$ cat src/rtl/jtframe_multi_wait.sv
// jtframe_multi_wait: multi-channel CPU cen gate with ROM/device wait
// states and recovery of cen pulses lost to ROM waits.
//
// Ports:
//   clk, rst        system clock, synchronous active-high reset
//   cen_in          raw cen per channel
//   cen_out         gated/recovered cen per channel (combinational)
//   gate            1 = channel may run this cycle (combinational)
//   rec_en          1 = channel bus idle, recovery pulses allowed
//   dev_busy        shared-memory busy; stalls from it are not recovered
//   rom_cs, rom_ok  SDRAM ROM chip select / data valid per channel
//   flush           synchronous clear of all miss counters
//   miss            miss counter per channel, channel i at [i*CNTW +: CNTW]
//   stall_cnt       (JTFRAME_WAIT_STATS_EN only) dropped cen_in count,
//                   16 bits per channel, wraps, cleared by rst only
module jtframe_multi_wait #(
    parameter int               NCH      = 2,
    parameter int               CNTW     = 4,
    parameter int               RECGAP   = 1,
    parameter logic [NCH-1:0]   RECOVERY = {NCH{1'b1}}
) (
    input  logic                clk,
    input  logic                rst,
    input  logic [NCH-1:0]      cen_in,
    output logic [NCH-1:0]      cen_out,
    output logic [NCH-1:0]      gate,
    input  logic [NCH-1:0]      rec_en,
    input  logic [NCH-1:0]      dev_busy,
    input  logic [NCH-1:0]      rom_cs,
    input  logic [NCH-1:0]      rom_ok,
    input  logic                flush,
    output logic [NCH*CNTW-1:0] miss
`ifdef JTFRAME_WAIT_STATS_EN
    ,
    output logic [NCH*16-1:0]   stall_cnt
`endif
);

    localparam int        GW  = 3;
    localparam logic [GW-1:0] GAP = GW'(RECGAP);

    logic [NCH-1:0]  last_cs_q, last_cs_d;
    logic [NCH-1:0]  locked_q,  locked_d;
    logic [NCH-1:0]  start_q,   start_d;
    logic [CNTW-1:0] miss_q [NCH];
    logic [CNTW-1:0] miss_d [NCH];
    logic [GW-1:0]   gap_q  [NCH];
    logic [GW-1:0]   gap_d  [NCH];

    logic [NCH-1:0]  rom_bad;
    logic [NCH-1:0]  rec;
    logic [NCH-1:0]  lost;

    always_comb begin
        rom_bad   = '0;
        gate      = '0;
        rec       = '0;
        lost      = '0;
        cen_out   = '0;
        miss      = '0;
        last_cs_d = rom_cs;
        locked_d  = '0;
        start_d   = start_q;
        for (int i = 0; i < NCH; i++) begin
            miss_d[i] = miss_q[i];
            gap_d[i]  = gap_q[i];
            // A fresh chip select always costs one cycle, even if ok is high
            rom_bad[i] = rom_cs[i] & (~rom_ok[i] | ~last_cs_q[i]);
            gate[i]    = ~(rom_bad[i] | dev_busy[i] | locked_q[i]);
            rec[i]     = RECOVERY[i] & start_q[i] & (miss_q[i] != '0)
                       & ~cen_in[i] & rec_en[i] & (gap_q[i] >= GAP)
                       & ~flush;
            cen_out[i] = (cen_in[i] & gate[i]) | rec[i];
            // Device stalls are never recovered, even if ROM was also bad
            lost[i]    = cen_in[i] & ~gate[i] & ~dev_busy[i];
            locked_d[i] = rom_bad[i] | dev_busy[i];
            if (~rom_bad[i] & ~dev_busy[i])
                start_d[i] = 1'b1;
            if (cen_out[i])
                gap_d[i] = '0;
            else if (gap_q[i] < GAP)
                gap_d[i] = gap_q[i] + 1'b1;
            if (flush | ~start_q[i])
                miss_d[i] = '0;
            else if (lost[i]) begin
                if (miss_q[i] != '1)
                    miss_d[i] = miss_q[i] + 1'b1;
            end else if (rec[i])
                miss_d[i] = miss_q[i] - 1'b1;
            miss[i*CNTW +: CNTW] = miss_q[i];
        end
    end

    always_ff @(posedge clk) begin
        if (rst) begin
            last_cs_q <= '1;
            locked_q  <= '0;
            start_q   <= '0;
            for (int i = 0; i < NCH; i++) begin
                miss_q[i] <= '0;
                gap_q[i]  <= GAP;
            end
        end else begin
            last_cs_q <= last_cs_d;
            locked_q  <= locked_d;
            start_q   <= start_d;
            for (int i = 0; i < NCH; i++) begin
                miss_q[i] <= miss_d[i];
                gap_q[i]  <= gap_d[i];
            end
        end
    end

`ifdef JTFRAME_WAIT_STATS_EN
    logic [15:0] stall_q [NCH];
    logic [15:0] stall_d [NCH];

    always_comb begin
        stall_cnt = '0;
        for (int i = 0; i < NCH; i++) begin
            stall_d[i] = stall_q[i];
            if (cen_in[i] & ~gate[i])
                stall_d[i] = stall_q[i] + 16'd1;
            stall_cnt[i*16 +: 16] = stall_q[i];
        end
    end

    always_ff @(posedge clk) begin
        for (int i = 0; i < NCH; i++) begin
            if (rst)
                stall_q[i] <= '0;
            else
                stall_q[i] <= stall_d[i];
        end
    end
`endif

endmodule

$ cat config.mk
export PLATFORM = sky130hd
export DESIGN_NAME = jtframe_multi_wait
export DESIGN_NICKNAME = d
export VERILOG_FILES = /design/src/rtl/jtframe_multi_wait.sv
export SDC_FILE = /design/constraint.sdc
export NUM_CORES = 1
export LEC_CHECK = 0
export CAP_MARGIN = 5
export CORE_ASPECT_RATIO = 1.2
export CORE_UTILIZATION = 49
export DETAILED_ROUTE_END_ITERATION = 6
export HOLD_SLACK_MARGIN = 0.03
export MAX_ROUTING_LAYER = met4
export PLACE_DENSITY = 0.81
export SLEW_MARGIN = 20
export SYNTH_ARGS = -nofsm -noshare
export SYNTH_HDL_FRONTEND = slang
export SYNTH_SLANG_ARGS = --single-unit
$ cat constraint.sdc
create_clock -name clk -period 5.1 [get_ports clk]
set_input_delay 1.275 -clock clk [delete_from_list [all_inputs] [get_ports clk]]
set_output_delay 1.275 -clock clk [all_outputs]
set_load 0.005 [all_outputs]
# After elaboration in Yosys (flattened, before gate mapping)
# Memory sizes are Yosys's and may differ from the RTL's.
# Cells that the tools add are included.
# op_classes
reduce_logical	2
n_bitwise	49
n_lt_le_gt_ge	4
mux	19
eq_ne	2
n_addsub	6
# op_table
cell	count
4-bit two-way mux	10
1-bit bitwise AND	20
3-bit two-way mux	6
1-bit inverter	15
1-bit OR	14
4-bit by 1-bit adder with 4-bit output (second input constant)	2
4-bit inequality test (second input constant)	2
4-bit nonzero test	2
4-bit by 1-bit subtractor with 4-bit output (second input constant)	2
3-bit by 1-bit adder with 3-bit output (second input constant)	2
3-bit by 1-bit greater-or-equal comparator with 1-bit output (second input constant)	2
3-bit by 1-bit < comparator with 1-bit output (second input constant)	2
1-bit two-way mux	3
# word_totals
memories	2
regBits	6
input_bits	13
ramBits	14
out_inout_bits	12
wordCells	88
# memory_table
name	depth	word_bits	rd	rd_clocked_by_memory_dff	write_ports	line_no	text
miss_q	2	4	2	0	2	45	logic [CNTW-1:0] miss_q [NCH];
gap_q	2	3	2	0	2	47	logic [GW-1:0] gap_q [NCH];

# Longest topological paths before layout
# logic_depth
ltp_word	10
ltp_mapped	7
ltp_nobuf	7

# Least setup slack after synthesis
# Ideal clock, no wire load.
# synth_timing
path_type	in2out
start	input cen_in[1]
end	output cen_out[1]
slack_ns	1.905
required_ns	3.825
n_path_buf	0
t_arrival_ns	1.920
stages	3
cell_sequence	nand4bb_1 -> nor3_4 -> a21o_2
# synth_between
elab_chain_cells	6
word_cells_on_any_way	7
cone_classes	bitwise: 7
# synth_lines
item	line_no	text
start, declared	24	input logic [NCH-1:0] cen_in,
1-bit inverter	71	& ~cen_in[i] & rec_en[i] & (gap_q[i] >= GAP)
1-bit bitwise AND (3 in series)	71	
1-bit bitwise AND	72	& ~flush;
1-bit OR *	73	cen_out[i] = (cen_in[i] & gate[i]) | rec[i];
end, declared	25	output logic [NCH-1:0] cen_out,
# Mark *: on every way between the ends. The rest lies on a longest branch, timed or not.

# Worst setup path in the final report
# layout_timing
start	input flush
end	output cen_out[0]
# layout_between
elab_chain_cells	3
# layout_lines
item	line_no	text
start, declared	31	input logic flush,
1-bit inverter	72	
1-bit bitwise AND	72	
1-bit OR	73	
# Every way passes these cells.

==> flow_summary.ini <==
[run_status]
outcome = finished clean

[power_and_ir_drop]
p_leak_nw = 0.617
p_per_area_nw_per_um2 = 227
totalPowerFinal_w = 0.000338
ir_drop_uv = 178

[detailed_routing]
post_drt_via_cell_ratio = 5.69
drt-pass1-iter-count = 4
antenna_left = 0
route.detailed.drc = 0
route.vias.total = 1036
detail_route.wl_per_cell_um = 13.3
wl_mm = 2.42
initialDrtViolationCount = 12

[sta]
rsz0062_at_grt = false
hold_viol = 0
fin_skew_ns = 0.00227
worstMarginPinSlew_ns = 0.716
fin_crit_sh = 0.846
fmaxAchievable_ghz = 0.232
setup_tns_ns = 0
slew_violations = 0
max_slew_margin = 0.522
min_period_ns = 4.31
finalSetupViolations = 0

[place]
gp_congestion = 0.816
dp_hpwl_mm = 1.88
place_inst = 178
port_buffers = 24

[floorplanning]
pin_count = 25
rows = 18
dieHeight_um = 55.3
initial_core_util = 0.542
die_x_um = 46.4
die-area_um2 = 2560
core_area_um2 = 2140

[layout]
stdcell_count = 182
drive_above_1_share = 0.0789
diodes = 0
regArea_um2 = 400
final_util = 0.694
area_growth_pct = 28.2
nets = 176
multiInputGateArea_um2 = 747
nFillCells = 167

[setup_path]
cp_max_fo = 6
crit_buf_inv = 2
path_class = primary input to output port
cp_common_cell = clkdlybuf4s50_1
reg2reg_slack_ns = 3.01
crit_family = buffers and inverters
critPathMaxStageDelay_ns = 0.51
rr_worst_depth = 7
rr_endpoint = miss_q[0][3]
required_ns = 3.83
r2r_start = last_cs_q[0]
cp-end-kind = output port
cp.arrival_ns = 3.04
path_cells = clkdlybuf4s50_1, nand4bb_1, nor3_2, a21o_2, clkdlybuf4s50_1
cp_slowest_cell = clkdlybuf4s50_1
start_kind = primary input

[clock_tree]
cts_root_buffer = clkbuf_4
ctsHoldBuffers = 0
cts_tree = done
cts_made_buffers = 3
worst_skew_pair.late_latency_ns = 0.29
cts_max_path_buffers = 2
clkTransAtPathRegs_ns = 0.12
cts_setup_buffers = 0
h-tree-depth = 1
cts.sinks = 20
cts_resized = 0

[synthesis]
synthAdderAreaFrac = 0.121
synthCells = 125
synth_fp_nets = 148
synth_seq_area_share = 0.346
synthArstFlopShare = 0
synth_compound_area_frac = 0.134
synth_xor_xnor_area_share = 0.0151
ys_top_cells_by_area = dfxtp_1 (35%), ha_1 (8.6%), nor2_1 (5.8%)
ys.flop_type = dfxtp_1
synth_mux_area_frac = 0.0346
synth_top_area_cell = dfxtp_1
synth_top_family_by_area = simple AND/OR/NAND/NOR gates
netlist_area_um2 = 1160
synth-seq-cells = 20
synth_top_cell_area_share = 0.346
synth_edf_count = 0
ys_warn_count = 0
syn_area_per_cell_um2 = 9.27
yosysUniqueCellTypes = 34
yosys.area_share.simple = 0.340

[global_routing]
grt_antenna_before_repair = 0
globalRouteTotalUtil = 0.227
grt_max_degree = 17
grt_pass1_vias = 1001
grt_overflow = 0
grt_first_pass_wirelength_mm = 4.31

[min_path]
min_from = start_q[0]
hold_class = flop to flop
holdPathStages = 2
holdPathEnd = start_q[0]

[job]
max-cap-violations = 0
metal layers:
| metal | wire length (um) | vias up | part of all wire | track usage |
|---|---|---|---|---|
| met3 | 110 | 4 | 0.045 | 0.0261 |
| met5 | 0 | - | 0 | - |
| met2 | 1200 | 25 | 0.50 | 0.351 |
| met1 | 1060 | 486 | 0.44 | 0.292 |
| li1 | - | 521 | - | - |
| met4 | 51 | 0 | 0.021 | 0.0882 |
cells by family after synthesis:
kind of cell,count (synthesis)
compound gates,22
xor+xnor,2
fa+ha+maj,10
buf+inv,3
flops,20
mux,4
simple gates,64
synthesized netlist by cell type (4+ instances only):
| library cell | number |
|---|---|
| o211a_1 | 4 |
| a21oi_1 | 6 |
| or3_1 | 4 |
| o21ai_0 | 4 |
| mux2i_1 | 4 |
| nor3_1 | 8 |
| nand4_1 | 4 |
| nand2_1 | 6 |
| dfxtp_1 | 20 |
| nor2_1 | 18 |
| ha_1 | 8 |
stage by stage:
stage	setup slack (ns)	hold WS [ns]	instance area, um2
3_3_place_gp	0.854	0.499	1430
4_1_cts	0.794	0.526	1490
5_1_grt	0.699	0.548	1490
6_report	0.786	0.526	1490
3_5_place_dp	0.811	0.506	1430
2_1_floorplan	1.90	0.469	1160
power by group:
group / switching [W] / internal [W] / total (W) / leakage (nW)
combinational: 0.0000194 / 0.0000239 / 0.0000433 / 0.426
sequential: 0.00000473 / 0.000161 / 0.000166 / 0.163
clock: 0.0000494 / 0.0000793 / 0.000129 / 0.0279
total: 0.0000735 / 0.000264 / 0.000338 / 0.617
tightest hold or removal path, stage by stage (launching register included):
cell and delay (ns):
dfxtp_1 0.35, nor2_1 0.10, nor2_1 0.05
sequential cells by signal (all words and copies together), names as in the netlist:
name	flops
gap_q	6
last_cs_q	2
start_q	2
miss_q	8
locked_q	2
layout by cell type, fill, tap and decap left out, types with 3 or more instances in the layout:
| master | n |
|---|---|
| a21oi_1 | 6 |
| clkbuf_4 | 3 |
| clkdlybuf4s50_1 | 24 |
| dfxtp_1 | 20 |
| ha_1 | 8 |
| mux2i_1 | 4 |
| nand2_1 | 6 |
| nand4_1 | 4 |
| nor2_1 | 18 |
| nor3_1 | 8 |
| o211a_1 | 4 |
| o21ai_0 | 4 |
| or3_1 | 4 |
how the worst max path moves through the flow:
stage | from | endpoint | slack (ns) | cells past startpoint
after global placement | flush | cen_out[1] | 0.85 | 5
after floorplan | cen_in[1] | cen_out[1] | 1.90 | 3
after global routing | flush | cen_out[0] | 0.70 | 5
after CTS | flush | cen_out[1] | 0.79 | 5
after detailed placement | flush | cen_out[1] | 0.81 | 5
final | flush | cen_out[0] | 0.79 | 5
final cells by class:
| type | count | area share |
|---|---|---|
| clock inverter | 1 | 0.0202 |
| clock buffer | 3 | 0.0152 |
| tap | 30 | 0.0253 |
| sequential | 20 | 0.270 |
| timing repair buffer | 24 | 0.162 |
| multi-input combinational | 102 | 0.503 |
| inverter | 2 | 0.00505 |
No activity file was read; power rests on OpenSTA's default activity.
